==> config.mk <==
export PLATFORM = sky130hd
export DESIGN_NAME = truth_table_sequencer
export DESIGN_NICKNAME = d
export VERILOG_FILES = /design/src/rtl/truth_table_sequencer_pkg.sv /design/src/rtl/truth_table_sequencer_hold_timer.sv /design/src/rtl/truth_table_sequencer.sv
export SDC_FILE = /design/constraint.sdc
export NUM_CORES = 1
export LEC_CHECK = 0
export BUFFER_PORTS_ARGS = -buffer_cell sky130_fd_sc_hd__buf_2
export CAP_MARGIN = 10
export CORE_UTILIZATION = 30
export CTS_BUF_LIST = sky130_fd_sc_hd__clkbuf_4 sky130_fd_sc_hd__clkbuf_8
export DETAILED_ROUTE_END_ITERATION = 8
export PLACE_DENSITY_LB_ADDON = 0.2
export SETUP_SLACK_MARGIN = 0.05
export SYNTH_ARGS = -nofsm -noshare
export SYNTH_HDL_FRONTEND = slang
export SYNTH_SLANG_ARGS = --single-unit
==> constraint.sdc <==
create_clock -name clk -period 1.4 [get_ports clk]
set_input_delay 0.14 -clock clk [delete_from_list [all_inputs] [get_ports clk]]
set_output_delay 0.14 -clock clk [all_outputs]
set_load 0.02 [all_outputs]
==> src/rtl/truth_table_sequencer_pkg.sv <==
// Shared definitions for the truth-table sequencer: FSM state encoding and a
// width helper used to size counters from parameters.
package truth_table_sequencer_pkg;

  typedef enum logic [1:0] {
    ST_IDLE = 2'd0,
    ST_RUN  = 2'd1,
    ST_DONE = 2'd2
  } state_e;

  // Bits needed to count 0..value-1, never less than one bit.
  function automatic int clog2_min1(input int value);
    int width;
    width = 1;
    while ((1 << width) < value) width++;
    return width;
  endfunction

endpackage

==> src/rtl/truth_table_sequencer_hold_timer.sv <==
// Dwell timer: counts the cycles a vector has been held and flags the sample
// cycle (last) once HOLD_CYCLES cycles have elapsed.
module tt_hold_timer
  import truth_table_sequencer_pkg::*;
#(
  parameter int HOLD_CYCLES = 1
) (
  input  logic clk,
  input  logic reset,
  input  logic clear,
  input  logic en,
  output logic last
);

  localparam int            CW       = clog2_min1(HOLD_CYCLES);
  localparam logic [CW-1:0] LAST_CNT = CW'(HOLD_CYCLES - 1);

  logic [CW-1:0] r_cnt;

  // NOTE: clocked state uses non-blocking assignments so every register sees
  // pre-edge values regardless of block ordering.
  always_ff @(posedge clk) begin
    if (reset || clear) begin
      r_cnt <= '0;
    end else if (en) begin
      r_cnt <= (r_cnt == LAST_CNT) ? '0 : r_cnt + CW'(1);
    end
  end

  assign last = en && (r_cnt == LAST_CNT);

endmodule

==> src/rtl/truth_table_sequencer.sv <==
// Sweeps all 2^N_IN input vectors into a combinational function, captures Y
// for each one and scores the response against the EXPECTED truth table.
module truth_table_sequencer
  import truth_table_sequencer_pkg::*;
#(
  parameter int                    N_IN        = 4,
  parameter int                    HOLD_CYCLES = 1,
  parameter logic [(1<<N_IN)-1:0]  EXPECTED    = '0
) (
  input  logic                   clk,
  input  logic                   reset,
  input  logic                   start,
  output logic [N_IN-1:0]        vec_out,
  input  logic                   dut_y,
  output logic                   busy,
  output logic                   done,
  output logic                   pass,
  output logic [N_IN:0]          err_count,
  output logic                   first_err_valid,
  output logic [N_IN-1:0]        first_err_vec,
  output logic [(1<<N_IN)-1:0]   resp_table
);

  localparam int              NV       = 1 << N_IN;
  localparam logic [N_IN-1:0] LAST_IDX = N_IN'(NV - 1);

  state_e          r_state;
  state_e          w_state_next;
  logic [N_IN-1:0] r_idx;
  logic [N_IN:0]   r_err_count;
  logic            r_first_err_valid;
  logic [N_IN-1:0] r_first_err_vec;
  logic [NV-1:0]   r_resp_table;

  logic w_start_sweep;
  logic w_sample;
  logic w_last_vec;
  logic w_mismatch;

  assign w_start_sweep = start && (r_state != ST_RUN);
  assign w_last_vec    = (r_idx == LAST_IDX);
  assign w_mismatch    = (dut_y != EXPECTED[r_idx]);

  tt_hold_timer #(
    .HOLD_CYCLES (HOLD_CYCLES)
  ) u_hold_timer (
    .clk   (clk),
    .reset (reset),
    .clear (w_start_sweep),
    .en    (r_state == ST_RUN),
    .last  (w_sample)
  );

  always_ff @(posedge clk) begin
    if (reset) begin
      r_state <= ST_IDLE;
    end else begin
      r_state <= w_state_next;
    end
  end

  // NOTE: the default assignment first keeps this block purely combinational;
  // a path that left w_state_next unassigned would infer a latch.
  always_comb begin
    w_state_next = r_state;
    unique case (r_state)
      ST_IDLE: if (start)                   w_state_next = ST_RUN;
      ST_RUN:  if (w_sample && w_last_vec)  w_state_next = ST_DONE;
      ST_DONE: if (start)                   w_state_next = ST_RUN;
      default:                              w_state_next = ST_IDLE;
    endcase
  end

  // Index, scoreboard and response capture; a new sweep discards old results.
  always_ff @(posedge clk) begin
    if (reset) begin
      r_idx             <= '0;
      r_err_count       <= '0;
      r_first_err_valid <= 1'b0;
      r_first_err_vec   <= '0;
      r_resp_table      <= '0;
    end else if (w_start_sweep) begin
      r_idx             <= '0;
      r_err_count       <= '0;
      r_first_err_valid <= 1'b0;
      r_first_err_vec   <= '0;
      r_resp_table      <= '0;
    end else if (w_sample) begin
      r_resp_table[r_idx] <= dut_y;
      if (w_mismatch) begin
        r_err_count <= r_err_count + (N_IN+1)'(1);
        if (!r_first_err_valid) begin
          r_first_err_valid <= 1'b1;
          r_first_err_vec   <= r_idx;
        end
      end
      if (!w_last_vec) begin
        r_idx <= r_idx + N_IN'(1);
      end
    end
  end

  assign vec_out         = r_idx;
  assign busy            = (r_state == ST_RUN);
  assign done            = (r_state == ST_DONE);
  assign pass            = done && (r_err_count == '0);
  assign err_count       = r_err_count;
  assign first_err_valid = r_first_err_valid;
  assign first_err_vec   = r_first_err_vec;
  assign resp_table      = r_resp_table;

endmodule

==> run metrics <==
GRT overflow 0; critical path fanouts, max 2; Top Usage Layer GRT met2; Placed Cells 288; fill count 525; Logic pwr share 9.6%; crit path from err_count[0]; DR WL/cell 12.9 um; Hold Violations, Final 0; DRT iter0 DRCs 50; post-layout min period 1360 ps; crit path launch type flop; core footprint 5070 um2; net total in the final layout 242; Syn. warnings 0; antenna cell count 0; Finished Layout Cells 302; pre-CTS setup slack 37.9 ps; Die Area 5550 um2; vias in the first global route 1242; vias per cell 4.68; ranking of synthesized cells by area dfxtp_1 41%, mux2i_1 9.5%, o21ai_0 7.6%; Chip Width 74.5 um; fin area 2080 um2; leading cell types in the layout, fill and taps excluded 34 x buf_2, 25 x dfxtp_1, 23 x o21ai_0, 19 x buf_4, 17 x nor2b_1; Max clock buf depth 2; Skew-Pair Late Insertion Delay 280 ps; share of cells above drive strength 1 34.9%; synthesized area 1580 um2; # hold bufs at CTS 0; Ports 37; root buf cell clkbuf_8; met2 GRT Util 22.5%; Switching Share 24.5%; #FFs+latches synth 32; pin count of the biggest net entering global routing 19; Reg clk slew, reported paths 60 ps; Syn Inst Count 179; final wirelength 3.90 mm; Lkg Pwr 0.000967 uW; PortBufs 36; setup_tns 0 ps; vias post-DR 1413; net count of the mapped netlist 190; kind of critical path reg -> out; MaxCap Viol Count 0; met1 Use GR 18.8%; row count 26; Worst Hold Class in -> reg; share of the synthesized area in the top cell type 40.6%; CTS HTree Levels 2; met3 Usage GRT 3.79%; Num CTS Buffers 5; initial antenna violation count 0; DR pass1 iterations 5; crit end category output port; Post-Place Cell Area 1890 um2; NetSw 462 uW; remaining antenna violation count 0; Pint 1420 uW; DP Wirelength 2.71 mm; Least-Margin Pin Slew 294 ps; sequential-to-total area share from yosys stat 40.6%; Distinct cells, synth 32; Mean Syn Cell Area 8.81 um2; unrepaired setup endpoints after global routing true; max_slew headroom 80.4%; RD Place Congestion 0.752; max-slew violations 0; P&R area growth vs syn 31.8%; area leader, netlist dfxtp_1; first-pass GRT wire length 5.93 mm; Clk pwr share 41.0%; power density cells 907 nW/um2; clock skew 5.84 ps; worst reg2reg path startpoint r_state[1]; Flop pwr share 49.4%; most common cell after layout, fill and taps aside buf_2; peak supply drop 0.484 mV; critical path required time 1260 ps; die height 74.5 um; timing-limited maximum frequency 0.735 GHz; CTS tree yes; Final setup violation count 0; DRC Markers 0; gr usage total 14.4%; min-delay src dut_y; Initial Util 31.1%; final period utilization 97.1%; Arrival @ worst endpoint 1220 ps; clock sinks 32; Worst Slack Setup Final 39.9 ps; status complete, no violations
==> sequential cells by signal, summed over array words and instances (netlist names) <==
name and cells:
first_err_valid 1, err_count 5, r_state 2, vec_out 4
resp_table 16, first_err_vec 4
==> worst max-delay path: stages, from the launching register on <==
cell	delay (ps)
dfxtp_2	330
inv_2	90
ha_4	130
nand3b_1	80
nor3_2	160
buf_4	160
==> per-layer routing <==
| metal | vias up | wire [um] |
|---|---|---|
| met1 | 633 | 1890 |
| met5 | - | 0 |
| met4 | 0 | 35 |
| met2 | 41 | 1790 |
| li1 | 734 | - |
| met3 | 5 | 181 |
==> metrics by stage <==
step | util (%) | power (uW) | hold WS [ps]
2_1_floorplan | - | 1060 | 281
3_3_place_gp | 37.2 | 1110 | 466
3_5_place_dp | 37.2 | 1110 | 470
4_1_cts | 39.3 | 1880 | 182
5_1_grt | 41.0 | 1970 | 182
6_report | 41.0 | 1890 | 182
==> cells in the mapped netlist <==
cell	instances
a21o_1	1
a21oi_1	13
a22oi_1	1
a2bb2oi_1	1
a311oi_1	1
and2b_1	1
and3_1	2
and4_1	1
and4bb_2	1
buf_2	4
buf_4	3
buf_6	1
clkbuf_1	2
clkinv_2	1
dfxtp_1	32
ha_1	7
inv_1	5
mux2i_1	15
nand2_1	7
nand2b_2	1
nand3_1	17
nand3b_1	2
nand4_1	3
nand4b_1	2
nor2_1	6
nor2b_1	18
nor3_1	2
o21ai_0	24
o21ai_2	1
or3_1	2
xnor2_1	1
xor2_1	1
==> power by group through the flow <==
stage               logic (uW)  registers, uW  clock network (uW)
floorplan                 99.9            958                   0
global placement           161            953                   0
detailed placement         159            953                   0
CTS                        160            934                 791
global route               196            932                 843
finish                     181            931                 774
==> area by class of cell <==
type,count,area [um2],share of cell area (%)
clock buffer,8,97.6,4.69
inverter,6,25.0,1.20
multi-input combinational,131,883,42.5
sequential,32,654,31.5
tap,70,87.6,4.21
timing repair buffer,55,332,15.9
==> path summary, 6_finish.rpt <==
check	cells after the start	slack, ps	to
max	5	40	pass
min	3	180	err_count[1]
max reg2reg	6	140	resp_table[5]
min reg2reg	2	480	first_err_vec[1]
==> logic make-up (layout without fill, tap and decap cells) <==
kind of cell | after synthesis | in the layout | share of synthesized area (%)
DFF | 32 | 32 | 40.6
adders and majority gates | 7 | 7 | 5.55
buffers and inverters | 16 | 69 | 5.39
and+or+nand+nor | 65 | 65 | 23.5
AOI/OAI and AO/OA | 42 | 42 | 14.4
muxes | 15 | 15 | 9.52
xor gates and xnor gates | 2 | 2 | 1.11
==> timing repair <==
action | CTS | global route
hold endpoints to repair | 0 | 0
pin swaps | 0 | 1
setup endpoints to repair | 2 | 22
buffers inserted | 0 | 6
gates resized for setup | 4 | 18
(Power assumes the default switching activity.)
